### src/rtl/jtmx5k_pkg.sv
// Shared definitions for the jtmx5k ROM slot.
// FSM state encoding and SDRAM word-address width.
package jtmx5k_pkg;

    localparam int SDRAM_AW = 22;

    typedef enum logic [1:0] {
        ST_IDLE = 2'd0,
        ST_REQ  = 2'd1,
        ST_WAIT = 2'd2
    } state_t;

endpackage

### src/rtl/jtmx5k_romslot_entry.sv
// One cache line of the ROM slot: valid bit, word tag and 16-bit data.
// Compares its tag against the current word address.
module jtmx5k_romslot_entry
    import jtmx5k_pkg::*;
(
    input  logic                clk,
    input  logic                rst,
    input  logic                i_clr,
    input  logic                i_we,
    input  logic [SDRAM_AW-1:0] i_tag,
    input  logic [15:0]         i_data,
    input  logic [SDRAM_AW-1:0] i_addr,
    output logic                o_hit,
    output logic [15:0]         o_data
);

    logic                r_valid;
    logic [SDRAM_AW-1:0] r_tag;
    logic [15:0]         r_data;

    // Line storage: download invalidates, fill loads tag and data.
    always_ff @(posedge clk) begin
        if (rst) begin
            r_valid <= 1'b0;
            r_tag   <= '0;
            r_data  <= '0;
        end else if (i_clr) begin
            r_valid <= 1'b0;
        end else if (i_we) begin
            r_valid <= 1'b1;
            r_tag   <= i_tag;
            r_data  <= i_data;
        end
    end

    assign o_hit  = r_valid && (r_tag == i_addr);
    assign o_data = r_data;

endmodule

### src/rtl/jtmx5k_romslot.sv
// ROM slot: caches SDRAM words for a client and fetches on a miss.
// JTMX5K_ROMSLOT_CACHE2_EN selects two lines with 1-bit LRU.
module jtmx5k_romslot
    import jtmx5k_pkg::*;
#(
    parameter int                  AW     = 18,
    parameter int                  DW     = 8,
    parameter logic [SDRAM_AW-1:0] OFFSET = 22'h0
) (
    input  logic                clk,
    input  logic                rst,
    input  logic                downloading,
    input  logic                slot_cs,
    input  logic [AW-1:0]       slot_addr,
    output logic                slot_ok,
    output logic [DW-1:0]       slot_dout,
    output logic                sdram_req,
    output logic [SDRAM_AW-1:0] sdram_addr,
    input  logic                sdram_ack,
    input  logic                data_dst,
    input  logic                data_rdy,
    input  logic [15:0]         data_read
);

`ifdef JTMX5K_ROMSLOT_CACHE2_EN
    localparam int NE = 2;
`else
    localparam int NE = 1;
`endif

    state_t              r_state;
    state_t              w_next;
    logic                r_req;
    logic [SDRAM_AW-1:0] r_addr;
    logic [SDRAM_AW-1:0] w_waddr;
    logic [NE-1:0]       w_hit;
    logic [NE-1:0]       w_we;
    logic [15:0]         w_data [NE];
    logic [15:0]         w_word;
    logic                w_hit_any;
    logic                w_start;
    logic                w_fill;

    // Client address to SDRAM word address.
    always_comb begin
        if (DW == 8)
            w_waddr = OFFSET + SDRAM_AW'(slot_addr >> 1);
        else
            w_waddr = OFFSET + SDRAM_AW'(slot_addr);
    end

    for (genvar i = 0; i < NE; i++) begin : g_ent
        jtmx5k_romslot_entry u_ent (
            .clk    (clk),
            .rst    (rst),
            .i_clr  (downloading),
            .i_we   (w_we[i]),
            .i_tag  (r_addr),
            .i_data (data_read),
            .i_addr (w_waddr),
            .o_hit  (w_hit[i]),
            .o_data (w_data[i])
        );
    end

    assign w_hit_any = |w_hit;
    assign slot_ok   = slot_cs & ~downloading & w_hit_any;

    // Select the hitting line's word, entry 0 first.
    always_comb begin
        w_word = '0;
        for (int i = NE - 1; i >= 0; i--)
            if (w_hit[i]) w_word = w_data[i];
    end

    if (DW == 8) begin : g_b8
        assign slot_dout = slot_addr[0] ? w_word[15:8] : w_word[7:0];
    end else begin : g_b16
        assign slot_dout = w_word[DW-1:0];
    end

    // Fetch sequencing; download aborts and suppresses any fill.
    always_comb begin
        w_next  = r_state;
        w_start = 1'b0;
        w_fill  = 1'b0;
        case (r_state)
            ST_IDLE:
                if (slot_cs && !w_hit_any && !downloading) begin
                    w_next  = ST_REQ;
                    w_start = 1'b1;
                end
            ST_REQ:
                if (sdram_ack) w_next = ST_WAIT;
            ST_WAIT:
                if (data_dst && data_rdy) begin
                    w_next = ST_IDLE;
                    w_fill = 1'b1;
                end
            default:
                w_next = ST_IDLE;
        endcase
        if (downloading) begin
            w_next  = ST_IDLE;
            w_start = 1'b0;
            w_fill  = 1'b0;
        end
    end

    // State, request strobe and the address held for the whole fetch.
    always_ff @(posedge clk) begin
        if (rst) begin
            r_state <= ST_IDLE;
            r_req   <= 1'b0;
            r_addr  <= '0;
        end else begin
            r_state <= w_next;
            r_req   <= (w_next == ST_REQ);
            if (w_start) r_addr <= w_waddr;
        end
    end

    assign sdram_req  = r_req;
    assign sdram_addr = r_addr;

`ifdef JTMX5K_ROMSLOT_CACHE2_EN
    logic r_lru;

    // LRU pointer: a fill or a hit makes that line most recent.
    always_ff @(posedge clk) begin
        if (rst)
            r_lru <= 1'b0;
        else if (w_fill)
            r_lru <= ~r_lru;
        else if (slot_ok)
            r_lru <= w_hit[0];
    end

    assign w_we = {w_fill & r_lru, w_fill & ~r_lru};
`else
    assign w_we = w_fill;
`endif

endmodule

### config.mk
export PLATFORM = sky130hd
export DESIGN_NAME = jtmx5k_romslot
export DESIGN_NICKNAME = d
export VERILOG_FILES = /design/src/rtl/jtmx5k_pkg.sv /design/src/rtl/jtmx5k_romslot_entry.sv /design/src/rtl/jtmx5k_romslot.sv
export SDC_FILE = /design/constraint.sdc
export NUM_CORES = 1
export LEC_CHECK = 0
export BUFFER_PORTS_ARGS = -buffer_cell sky130_fd_sc_hd__buf_2
export CORE_MARGIN = 4
export CORE_UTILIZATION = 50
export CTS_CLUSTER_SIZE = 24
export DETAILED_ROUTE_END_ITERATION = 12
export GPL_ROUTABILITY_DRIVEN = 0
export PLACE_DENSITY_LB_ADDON = 0.2
export SYNTH_ARGS = -nofsm -noshare
export SYNTH_HDL_FRONTEND = slang
export SYNTH_HIERARCHICAL = 1
export SYNTH_SLANG_ARGS = --single-unit
export TNS_END_PERCENT = 30
### constraint.sdc
create_clock -name clk -period 2.62 [get_ports clk]
set_input_delay 0.131 -clock clk [delete_from_list [all_inputs] [get_ports clk]]
set_output_delay 0.131 -clock clk [all_outputs]
set_load 0.05 [all_outputs]
# Yosys cells after proc, flatten, opt, wreduce, memory -nomap -nowiden
# Cells that the tools add are included.
dict set report totals {
  reg_bits 54
  input_bits 41
  out_inout_bits 32
  elab_cells 35
}
dict set report classes {
  eq_ne 4
  muxes 13
  n_bitwise 3
  reduce_logical 9
}
# op n
set op_table {}
lappend op_table {{17-bit == test} 1}
lappend op_table {{16-bit 2-to-1 mux} 1}
lappend op_table {{2-bit 2-to-1 mux} 4}
lappend op_table {{8-bit 2-to-1 mux} 1}
lappend op_table {{1-bit 2-to-1 mux} 6}
lappend op_table {{2-bit case mux with 3 select lines} 1}
lappend op_table {{2-bit by 1-bit == test with 1-bit output (second input constant)} 2}
lappend op_table {{1-bit logical AND} 4}
lappend op_table {{1-bit bitwise AND} 2}
lappend op_table {{2-bit == test (second input constant)} 1}
lappend op_table {{1-bit logical NOT} 2}
lappend op_table {{2-bit logical NOT} 1}
lappend op_table {{2-bit AND reduction} 1}
lappend op_table {{2-bit OR reduction} 1}
lappend op_table {{1-bit inverter} 1}

# Logic depth before layout (Yosys ltp)
# Gate-level depths: netlist of run 1.
dict set report depth {
  word_depth 9
  depth_mapped 8
  ltp_nobuf 6
}

# Hierarchy
# The synthesis of run 1 kept the hierarchy.
# module instances cells_each area_each_um2 seq_area_each_um2
set by_module_without_submodules {}
lappend by_module_without_submodules {jtmx5k_romslot_entry 1 199 1601.5 780.7}
lappend by_module_without_submodules {jtmx5k_romslot 1 112 1078.5 400.4}

# Least setup slack after synthesis of run 1
# OpenSTA, ideal clock, no wires.
dict set report synth_path {
  path_kind {register to output}
  from {register, netlist name g_ent[0].u_ent/r_tag[18]}
  to {output port slot_dout[0]}
  t_arrival_ps 1992
  t_required_ps 2489
  setup_slack_ps 497
  path_stages_with_launch 7
  n_path_buf 0
  path_cell_list {dfxtp_1 xor2_1 nor4_1 nand4_1 nor3_2 clkinv_1 nor2_1}
}
# item line_no
set synth_rtl {}
lappend synth_rtl {{to (decl)} jtmx5k_romslot.sv:16} ;# output logic [DW-1:0] slot_dout,

==> impl_metrics.env, run 1 <==
export IMPL_slew_violations=0
export IMPL_regArea_mm2=0.001181
export IMPL_power_frac_seq_pct=48.0
export IMPL_critPathLaunch="g_ent[0].u_ent/r_tag[18]$_SDFFE_PP0P_"
export IMPL_initial_core_util_pct=52.14
export IMPL_yosys_area_share_simple_pct=25.07
export IMPL_rsz0062_at_grt="false"
export IMPL_via_per_inst=4.816
export IMPL_numCtsBuffers=9
export IMPL_power_switching_mw=0.4745
export IMPL_yosys_area_share_adder_pct=0
export IMPL_period_needed_ns=2.310
export IMPL_skew_ns=0.004595
export IMPL_num_antenna_cells=0
export IMPL_relSlewSlack_pct=38.47
export IMPL_power_frac_comb_pct=10.6
export IMPL_p_total_mw=1.923
export IMPL_drt_wl_total_mm=5.778
export IMPL_antenna_found_initial=0
export IMPL_required_ns=2.49
export IMPL_vias=2220
export IMPL_clock_sinks=59
export IMPL_clk_latency_ns=0.32
export IMPL_seq_area_frac_synth_pct=44.07
export IMPL_multi_input_area_mm2=0.001386
export IMPL_drc=0
export IMPL_place_ws_ns=0.4275
export IMPL_min_delay_path_class="input pin to register"
export IMPL_postCtsHoldBufs=0
export IMPL_die_area_mm2=0.006595
export IMPL_async_flop_share_pct=0
export IMPL_synth_commonest_cells="77 x nand2_1, 59 x dfxtp_1, 38 x a21oi_1"
export IMPL_clock_path_buffers=2
export IMPL_synth_top_area_cell="dfxtp_1"
export IMPL_peakVddDrop_mv=0.3769
export IMPL_synth_edf_count=0
export IMPL_clkTransAtPathRegs_ns=0.06
export IMPL_io_pins=73
export IMPL_max_slew_worst_pin_slew_ns=0.9161
export IMPL_startpoint_type="register"
export IMPL_cts_setup_buffers=0
export IMPL_cts_root_buf="clkbuf_8"
export IMPL_worstPathMaxFanout=9
export IMPL_p_int_mw=1.448
export IMPL_synthDistinctLibCells=26
export IMPL_synth_top_cells_by_area="dfxtp_1 44%, nand2_1 11%, mux2i_1 9.3%, nand2b_1 8.4%, a21oi_1 7.1%"
export IMPL_whs_ns=0.04055
export IMPL_grt_overflow_total=0
export IMPL_h_tree_depth=3
export IMPL_fin_util_pct=63.02
export IMPL_clockPowerShare_pct=41.4
export IMPL_worst_slack_ns=0.3098
export IMPL_setup_viol=0
export IMPL_avgSynthCellArea_um2=8.618
export IMPL_final_nets=427
export IMPL_fin_cells=461
export IMPL_synth_top_cell_area_share_pct=44.07
export IMPL_crit_path_end_kind="output pin"
export IMPL_maxCapViolCount=0
export IMPL_synthMuxAreaShare_pct=9.337
export IMPL_ant_nets=0
export IMPL_synthFlopType="dfxtp_1"
export IMPL_rr_startpoint="g_ent[0].u_ent/r_tag[5]$_SDFFE_PP0P_"
export IMPL_grt_pass1_vias=2057
export IMPL_detail_route_wl_per_cell_um=12.53
export IMPL_tritoncts="built"
export IMPL_grt_max_degree=35
export IMPL_track_usage_pct=18.53
export IMPL_netlist_instances=311
export IMPL_setup_tns_ns=0
export IMPL_synth_top_family_by_area="simple AND/OR/NAND/NOR gates"
export IMPL_hold_viol=0
export IMPL_grt_pass1_wl_mm=9.335
export IMPL_synthXorXnorAreaFrac_pct=7.190
export IMPL_drtIter0Drc=90
export IMPL_synth_compound_area_share_pct=7.937
export IMPL_dp_cells=445
export IMPL_num_rows=26
export IMPL_first_pass_iters=4
export IMPL_drive_gt1_share_pct=22.76
export IMPL_fmax_mhz=432.9
export IMPL_min_from="data_read[9]"
export IMPL_netlist_area_mm2=0.002680
export IMPL_placed_area_mm2=0.003052
export IMPL_port_buffers=67
export IMPL_yosysWarnings=6
export IMPL_power_switching_share_pct=24.68
export IMPL_die_h_um=81.21
export IMPL_design_core_area_mm2=0.005140
export IMPL_path_class="register to output pin"
export IMPL_timing_final_crit_share_pct=88.18
export IMPL_stdcell_area_mm2=0.003239
export IMPL_area_growth_pct=20.87
export IMPL_worstPathArrival_ns=2.18
export IMPL_die_w_um=81.21
export IMPL_dp_hpwl_mm=4.099
export IMPL_power_density_mw_per_mm2=593.5
export IMPL_outcome="completed"
export IMPL_yosysMostFrequentCell="nand2_1"
export IMPL_p_leak_nw=1.333
export IMPL_yosys_register_bits=59
export IMPL_nFillCells=488
[critical path, stage by stage, from the launching register on]
cell and delay (ns):
dfxtp_1 0.33, xor2_1 0.16, nor4_1 0.31, nand4_1 0.16, nor3_2 0.30, inv_2 0.17, nor2_1 0.15, buf_2 0.27
[final cells by class]
cell class	count	share of cell area [%]
Clock buffer	14	4.712
Clock inverter	2	1.081
Inverter	1	0.1159
Multi-Input combinational cell	242	42.80
Sequential cell	59	36.46
Tap cell	70	2.704
Timing Repair Buffer	73	12.13
[path summary, 6_finish.rpt]
kind	endpoint	slack [ns]	cells after the start
hold / removal	g_ent[0].u_ent/o_data[9]$_SDFFE_PP0P_	0.04	3
hold reg to reg	g_ent[0].u_ent/o_data[7]$_SDFFE_PP0P_	0.45	2
setup reg to reg	sdram_addr[4]$_SDFFE_PP0P_	0.45	7
setup / recovery	slot_dout[5]	0.31	7
[power groups by stage]
stage	sequential [mW]	clock, mW	combinational [mW]
global placement	0.943	0	0.203
floorplan	0.991	0	0.0985
CTS	0.924	0.811	0.205
finish	0.924	0.796	0.203
detailed placement	0.943	0	0.204
global route	0.926	0.850	0.218
[repair_timing]
action / in CTS / in global routing
hold endpoints to repair: 0 / 0
gates resized for setup: 0 / 1
endpoints found under the setup margin: 0 / 9
[cells by family after synthesis]
group	after synthesis
AND/OR/NAND/NOR	139
flip-flops	59
AO/OA/AOI/OAI	41
multiplexers	25
buffers and inverters	24
XOR/XNOR	22
other	1
[layout by cell type (no fill, tap or decap), drive strengths merged]
| cell type | netlist | layout |
|---|---|---|
| nor3b | 1 | 1 |
| o21a | 2 | 2 |
| dfxtp | 59 | 59 |
| inv | 0 | 1 |
| mux2i | 25 | 25 |
| nand2b | 36 | 36 |
| nor2b | 1 | 1 |
| nand2 | 77 | 77 |
| buf | 17 | 73 |
| clkinv | 1 | 1 |
| nor4 | 4 | 4 |
| xor2 | 15 | 15 |
| nor2 | 11 | 11 |
| nand3b | 2 | 2 |
| clkbuf | 6 | 14 |
| a21boi | 1 | 1 |
| conb | 1 | 15 |
| nand4 | 3 | 3 |
| xnor2 | 7 | 7 |
| nor4b | 1 | 1 |
| a21oi | 38 | 38 |
| bufinv | 0 | 1 |
| nor3 | 3 | 3 |
[metal layers]
metal  share of wire [%]  vias to the layer above  track usage (%)
met4                 1.3                        0            8.108
li1                    -                     1143                -
met2                  46                       57            29.06
met5                   0                        -                0
met3                 6.7                        7            5.654
met1                  46                     1013            23.44
[sequential cells by signal, indices dropped and copies added (netlist names)]
name and flops:
r_state 2, sdram_addr 17, g_ent.u_ent/o_data 16, g_ent.u_ent/r_tag 22, sdram_req 1, g_ent.u_ent/r_valid 1
No activity file was read; power rests on OpenSTA's default activity.
==> inputs of run 2 (changes only) <==
==> constraint.sdc (replaced) <==
create_clock -name clk -period 2.62 [get_ports clk]
set_input_delay 0.131 -clock clk [delete_from_list [all_inputs] [get_ports clk]]
set_output_delay 0.131 -clock clk [all_outputs]
set_load 0.005 [all_outputs]
==> run 2 against run 1 <==
  * Register-to-register slack better by 0.03 ns
  * Cell count down 0.65%
  * Non-clock buffer count unchanged
  * Worst setup slack worse by 0.012 ns
  * Largest cell class unchanged
  * Clock power down 16%
  * Worst hold slack better by 0.0014 ns
  * Largest power group unchanged
==> impl_metrics.env, run 2 (synthesis gave the netlist of run 1 again) <==
export IMPL_outcome="completed"
export IMPL_tritoncts="built"
export IMPL_startpoint_type="register"
export IMPL_rsz0062_at_grt="false"
export IMPL_slew_violations=0
export IMPL_max_slew_worst_pin_slew_ns=0.9058
export IMPL_die_w_um=81.21
export IMPL_initial_core_util_pct=52.14
export IMPL_worstPathMaxFanout=9
export IMPL_skew_ns=0.003364
export IMPL_die_area_mm2=0.006595
export IMPL_crit_slowest_cell="clkinv_1"
export IMPL_rr_startpoint="g_ent[0].u_ent/r_tag[5]$_SDFFE_PP0P_"
export IMPL_maxCapViolCount=0
export IMPL_worstPathArrival_ns=2.19
export IMPL_mostFrequentLayoutCell="nand2_1"
export IMPL_r2r_end="sdram_addr[3]$_SDFFE_PP0P_"
export IMPL_final_nets=427
export IMPL_worst_r2r_setup_slack_ns=0.48
export IMPL_crit_path_end_kind="output pin"
export IMPL_ant_nets=0
export IMPL_clock_path_buffers=2
export IMPL_power_density_mw_per_mm2=541.7
export IMPL_cts_setup_buffers=0
export IMPL_numCtsBuffers=9
export IMPL_area_growth_pct=19.42
export IMPL_io_pins=73
export IMPL_grt_overflow_total=0
export IMPL_crit_family="simple AND/OR/NAND/NOR gates"
export IMPL_clkTransAtPathRegs_ns=0.06
export IMPL_final_cell_mix="77 x nand2_1, 67 x buf_2, 59 x dfxtp_1"
export IMPL_port_buffers=67
export IMPL_cts_root_buf="clkbuf_8"
export IMPL_slowest_delay_ns=0.33
export IMPL_setup_tns_ns=0
export IMPL_peakVddDrop_mv=0.3593
export IMPL_track_usage_pct=18.39
export IMPL_hold_viol=0
export IMPL_timing_final_crit_share_pct=88.63
export IMPL_num_rows=26
export IMPL_grt_pass1_vias=2064
export IMPL_drive_gt1_share_pct=22.16
export IMPL_p_total_mw=1.734
export IMPL_required_ns=2.49
export IMPL_placed_area_mm2=0.003052
export IMPL_h_tree_depth=3
export IMPL_min_delay_path_class="input pin to register"
export IMPL_clk_latency_ns=0.33
export IMPL_grt_max_degree=35
export IMPL_first_pass_iters=4
export IMPL_ctsResizeCount=0
export IMPL_drt_wl_total_mm=5.709
export IMPL_p_leak_nw=1.314
export IMPL_grt_pass1_wl_mm=9.232
export IMPL_regMostFlops="g_ent.u_ent/r_tag"
export IMPL_path_class="register to output pin"
export IMPL_crit_chain="xor2_1 -> nor4_1 -> nand4_1 -> nor3_2 -> clkinv_1 -> nor2_1 -> buf_2"
export IMPL_fmax_mhz=430.6
export IMPL_dp_hpwl_mm=4.067
export IMPL_vias=2217
export IMPL_die_h_um=81.21
export IMPL_detail_route_wl_per_cell_um=12.47
export IMPL_hold_depth=3
export IMPL_antenna_found_initial=0
export IMPL_hold_path_end="g_ent[0].u_ent/o_data[9]$_SDFFE_PP0P_"
export IMPL_relSlewSlack_pct=39.16
export IMPL_r2r_cells=7
export IMPL_path_buf_inv=2
export IMPL_postCtsHoldBufs=0
export IMPL_design_core_area_mm2=0.005140
export IMPL_drtIter0Drc=85
export IMPL_setup_viol=0
export IMPL_clock_sinks=59
export IMPL_largest_reg_flops=22
export IMPL_period_needed_ns=2.322
export IMPL_via_per_inst=4.841
export IMPL_drc=0
export IMPL_num_antenna_cells=0
export IMPL_min_from="data_read[9]"
export IMPL_stdcell_area_mm2=0.003201
## run 2: cell count changes in the layout (fill, tap and decap cells not counted), sizes merged
cell,change
clkbuf,-1
bufinv,-1
inv,-1
## run 2: cell type report
cell class / count / area (um^2)
inverter: 1 / 3.754
multi-input combinational: 242 / 1386
fill: 482 / 1939
clock buffer: 13 / 148.9
timing repair buffer: 73 / 392.9
tap: 70 / 87.58
sequential: 59 / 1181
## run 2: power breakdown
group	switching (mW)	internal, mW
Combinational	0.0719	0.0699
Sequential	0.0115	0.913
Clock	0.314	0.354
Total	0.397	1.34
## run 2: routing by layer
layer	vias up	GRT usage, %	share of wire (%)	routed length [um]
met1	1005	22.62	46	2630
met2	60	29.23	45	2569
met3	9	5.432	7.0	399
met4	0	9.122	1.9	110
li1	1143	-	-	-
met5	-	0	0	0
## run 2: tightest hold or removal path, stage by stage
cell and delay (ns):
buf_2 0.10, nand2_1 0.04, a21oi_1 0.05
## run 2: stage by stage
| step | utilization [%] | hold slack, ns | setup WS, ns | instances |
|---|---|---|---|---|
| final | 62.27 | 0.04196 | 0.2979 | 458 |
| after global routing | 62.27 | 0.01944 | 0.07586 | 458 |
| after global placement | 59.37 | 0.3726 | 0.4966 | 445 |
| after floorplan | - | 0.2103 | 0.9319 | 325 |
| after CTS | 62.27 | 0.02807 | 0.2533 | 458 |
| after detailed placement | 59.37 | 0.3777 | 0.4567 | 445 |
## run 2: worst max-delay path by stage
| stage | from | end | slack (ns) | cells after the start |
|---|---|---|---|---|
| 6_report | g_ent[0].u_ent/r_tag[18]$_SDFFE_PP0P_ | slot_dout[5] | 0.30 | 7 |
| 5_1_grt | g_ent[0].u_ent/r_tag[18]$_SDFFE_PP0P_ | slot_dout[5] | 0.08 | 7 |
| 4_1_cts | g_ent[0].u_ent/r_tag[18]$_SDFFE_PP0P_ | slot_dout[5] | 0.25 | 7 |
| 3_5_place_dp | g_ent[0].u_ent/r_tag[5]$_SDFFE_PP0P_ | sdram_addr[4]$_SDFFE_PP0P_ | 0.46 | 7 |
| 3_3_place_gp | g_ent[0].u_ent/r_tag[5]$_SDFFE_PP0P_ | sdram_addr[2]$_SDFFE_PP0P_ | 0.50 | 7 |
| 2_1_floorplan | g_ent[0].u_ent/r_tag[18]$_SDFFE_PP0P_ | r_state[0]$_SDFF_PP0_ | 0.93 | 8 |
==> inputs of run 3 (changes only) <==
Settings changed: CTS_CLUSTER_SIZE 24 to 16, PLACE_DENSITY from default to 0.76, PLACE_DENSITY_LB_ADDON 0.2 to default.
==> run 3 against run 2 <==
  * Sequential share of layout area fell by 0.44 points
  * Global-route usage decreased by 0.60 points
  * Clock skew is 0.0060 ns higher
  * Count of clock-buffer cells in the layout is 1 lower
  * Largest cell class unchanged
==> impl_metrics.env, run 3 (synthesis gave the netlist of run 1 again) <==
export IMPL_initial_core_util_pct=52.14
export IMPL_p_int_mw=1.486
export IMPL_numCtsBuffers=9
export IMPL_worstPathMaxFanout=9
export IMPL_num_antenna_cells=0
export IMPL_maxCapViolCount=0
export IMPL_detail_route_wl_per_cell_um=12.06
export IMPL_cts_setup_buffers=0
export IMPL_clock_sinks=59
export IMPL_mostFrequentLayoutCell="nand2_1"
export IMPL_design_core_area_mm2=0.005140
export IMPL_die_area_mm2=0.006595
export IMPL_clockPowerShare_pct=43.5
export IMPL_path_class="register to output pin"
export IMPL_ctsResizeCount=0
export IMPL_r2r_cells=7
export IMPL_clock_path_buffers=2
export IMPL_num_rows=26
export IMPL_power_frac_comb_pct=7.4
export IMPL_cts_root_buf="clkbuf_8"
export IMPL_via_per_inst=4.743
export IMPL_clk_latency_ns=0.32
export IMPL_drc=0
export IMPL_grt_pass1_wl_mm=8.963
export IMPL_startpoint_type="register"
export IMPL_rsz0062_at_grt="false"
export IMPL_fin_util_pct=63.02
export IMPL_skew_ns=0.009324
export IMPL_endpoint="slot_dout[3]"
export IMPL_worst_slack_ns=0.3852
export IMPL_slew_violations=0
export IMPL_p_leak_nw=1.341
export IMPL_hold_viol=0
export IMPL_relSlewSlack_pct=38.07
export IMPL_postCtsHoldBufs=0
export IMPL_setup_tns_ns=0
export IMPL_min_delay_path_class="input pin to register"
export IMPL_ant_nets=0
export IMPL_power_frac_seq_pct=49.1
export IMPL_area_growth_pct=20.87
export IMPL_io_pins=73
export IMPL_final_cell_mix="77 x nand2_1, 67 x buf_2, 59 x dfxtp_1"
export IMPL_grt_max_degree=66
export IMPL_max_slew_worst_pin_slew_ns=0.9290
export IMPL_drt_wl_total_mm=5.537
export IMPL_power_switching_share_pct=21.04
export IMPL_timing_final_crit_share_pct=85.30
export IMPL_largest_reg_flops=22
export IMPL_die_w_um=81.21
export IMPL_setup_viol=0
export IMPL_final_nets=427
export IMPL_fmax_mhz=447.5
export IMPL_period_needed_ns=2.235
export IMPL_antenna_found_initial=0
export IMPL_vias=2177
export IMPL_first_pass_iters=4
export IMPL_grt_overflow_total=0
export IMPL_rr_startpoint="g_ent[0].u_ent/r_tag[19]$_SDFFE_PP0P_"
export IMPL_place_ws_ns=0.6726
export IMPL_clkTransAtPathRegs_ns=0.06
export IMPL_drive_gt1_share_pct=23.14
export IMPL_port_buffers=67
export IMPL_h_tree_depth=3
export IMPL_grt_pass1_vias=2072
export IMPL_power_switching_mw=0.3961
export IMPL_die_h_um=81.21
export IMPL_critPathLaunch="g_ent[0].u_ent/r_tag[19]$_SDFFE_PP0P_"
export IMPL_required_ns=2.49
export IMPL_r2r_end="sdram_req$_SDFF_PP0_"
export IMPL_power_density_mw_per_mm2=581.0
export IMPL_worstPathArrival_ns=2.10
export IMPL_dp_hpwl_mm=3.929
export IMPL_crit_path_end_kind="output pin"
export IMPL_outcome="completed"
export IMPL_peakVddDrop_mv=0.3579
export IMPL_drtIter0Drc=53
export IMPL_regMostFlops="g_ent.u_ent/r_tag"
export IMPL_worst_r2r_setup_slack_ns=0.79
export IMPL_track_usage_pct=17.79
export IMPL_tritoncts="built"
[run 3: cell types whose count changed in the layout (fill, tap and decap cells not counted), sizes merged]
cell	before	now
bufinv	0	1
clkbuf	13	12
clkinv	1	2
[run 3: worst min path at each step]
| stage | start | endpoint | cells past startpoint |
|---|---|---|---|
| 2_1_floorplan | downloading | g_ent[0].u_ent/r_valid$_SDFFE_PP0P_ | 1 |
| 3_3_place_gp | data_read[0] | g_ent[0].u_ent/o_data[0]$_SDFFE_PP0P_ | 3 |
| 3_5_place_dp | data_read[10] | g_ent[0].u_ent/o_data[10]$_SDFFE_PP0P_ | 3 |
| 4_1_cts | data_read[0] | g_ent[0].u_ent/o_data[0]$_SDFFE_PP0P_ | 3 |
| 5_1_grt | data_read[9] | g_ent[0].u_ent/o_data[9]$_SDFFE_PP0P_ | 3 |
| 6_report | data_read[9] | g_ent[0].u_ent/o_data[9]$_SDFFE_PP0P_ | 3 |
[run 3: cell type report]
class / count / area [um^2]
inverter: 1 / 3.754
clock buffer: 12 / 165.2
timing repair buffer: 73 / 380.4
clock inverter: 2 / 35.03
fill: 484 / 1901
tap: 70 / 87.58
multi-input combinational: 242 / 1386
sequential: 59 / 1181
[run 3: layer usage]
layer  wire, um  GRT usage, %
met1       2468         21.69
met2       2572         29.31
met3        395         4.324
met4        101         8.615
met5          0             0
[run 3: worst max-delay path, stage by stage (launching register included)]
cell	delay (ns)
dfxtp_1	0.32
xor2_1	0.16
nor4_1	0.29
nand4_1	0.14
nor3_2	0.28
clkinv_1	0.30
nor2_1	0.17
buf_2	0.13
[run 3: per-stage QoR]
stage               std cells  instance area [um^2]  power (mW)  hold WS (ns)
CTS                       459                  3239       1.914       0.03491
detailed placement        445                  3039       1.083        0.3818
global route              459                  3239       1.962       0.03830
finish                    459                  3239       1.882       0.04524
global placement          445                  3039       1.081        0.3768
floorplan                 325                  2733       1.027        0.2103
[run 3: power by group through the flow]
stage / logic, mW / registers, mW / clock network, mW
after detailed placement: 0.140 / 0.943 / 0
after global routing: 0.155 / 0.925 / 0.882
after floorplan: 0.0841 / 0.943 / 0
final: 0.139 / 0.924 / 0.820
after CTS: 0.141 / 0.923 / 0.850
after global placement: 0.138 / 0.943 / 0
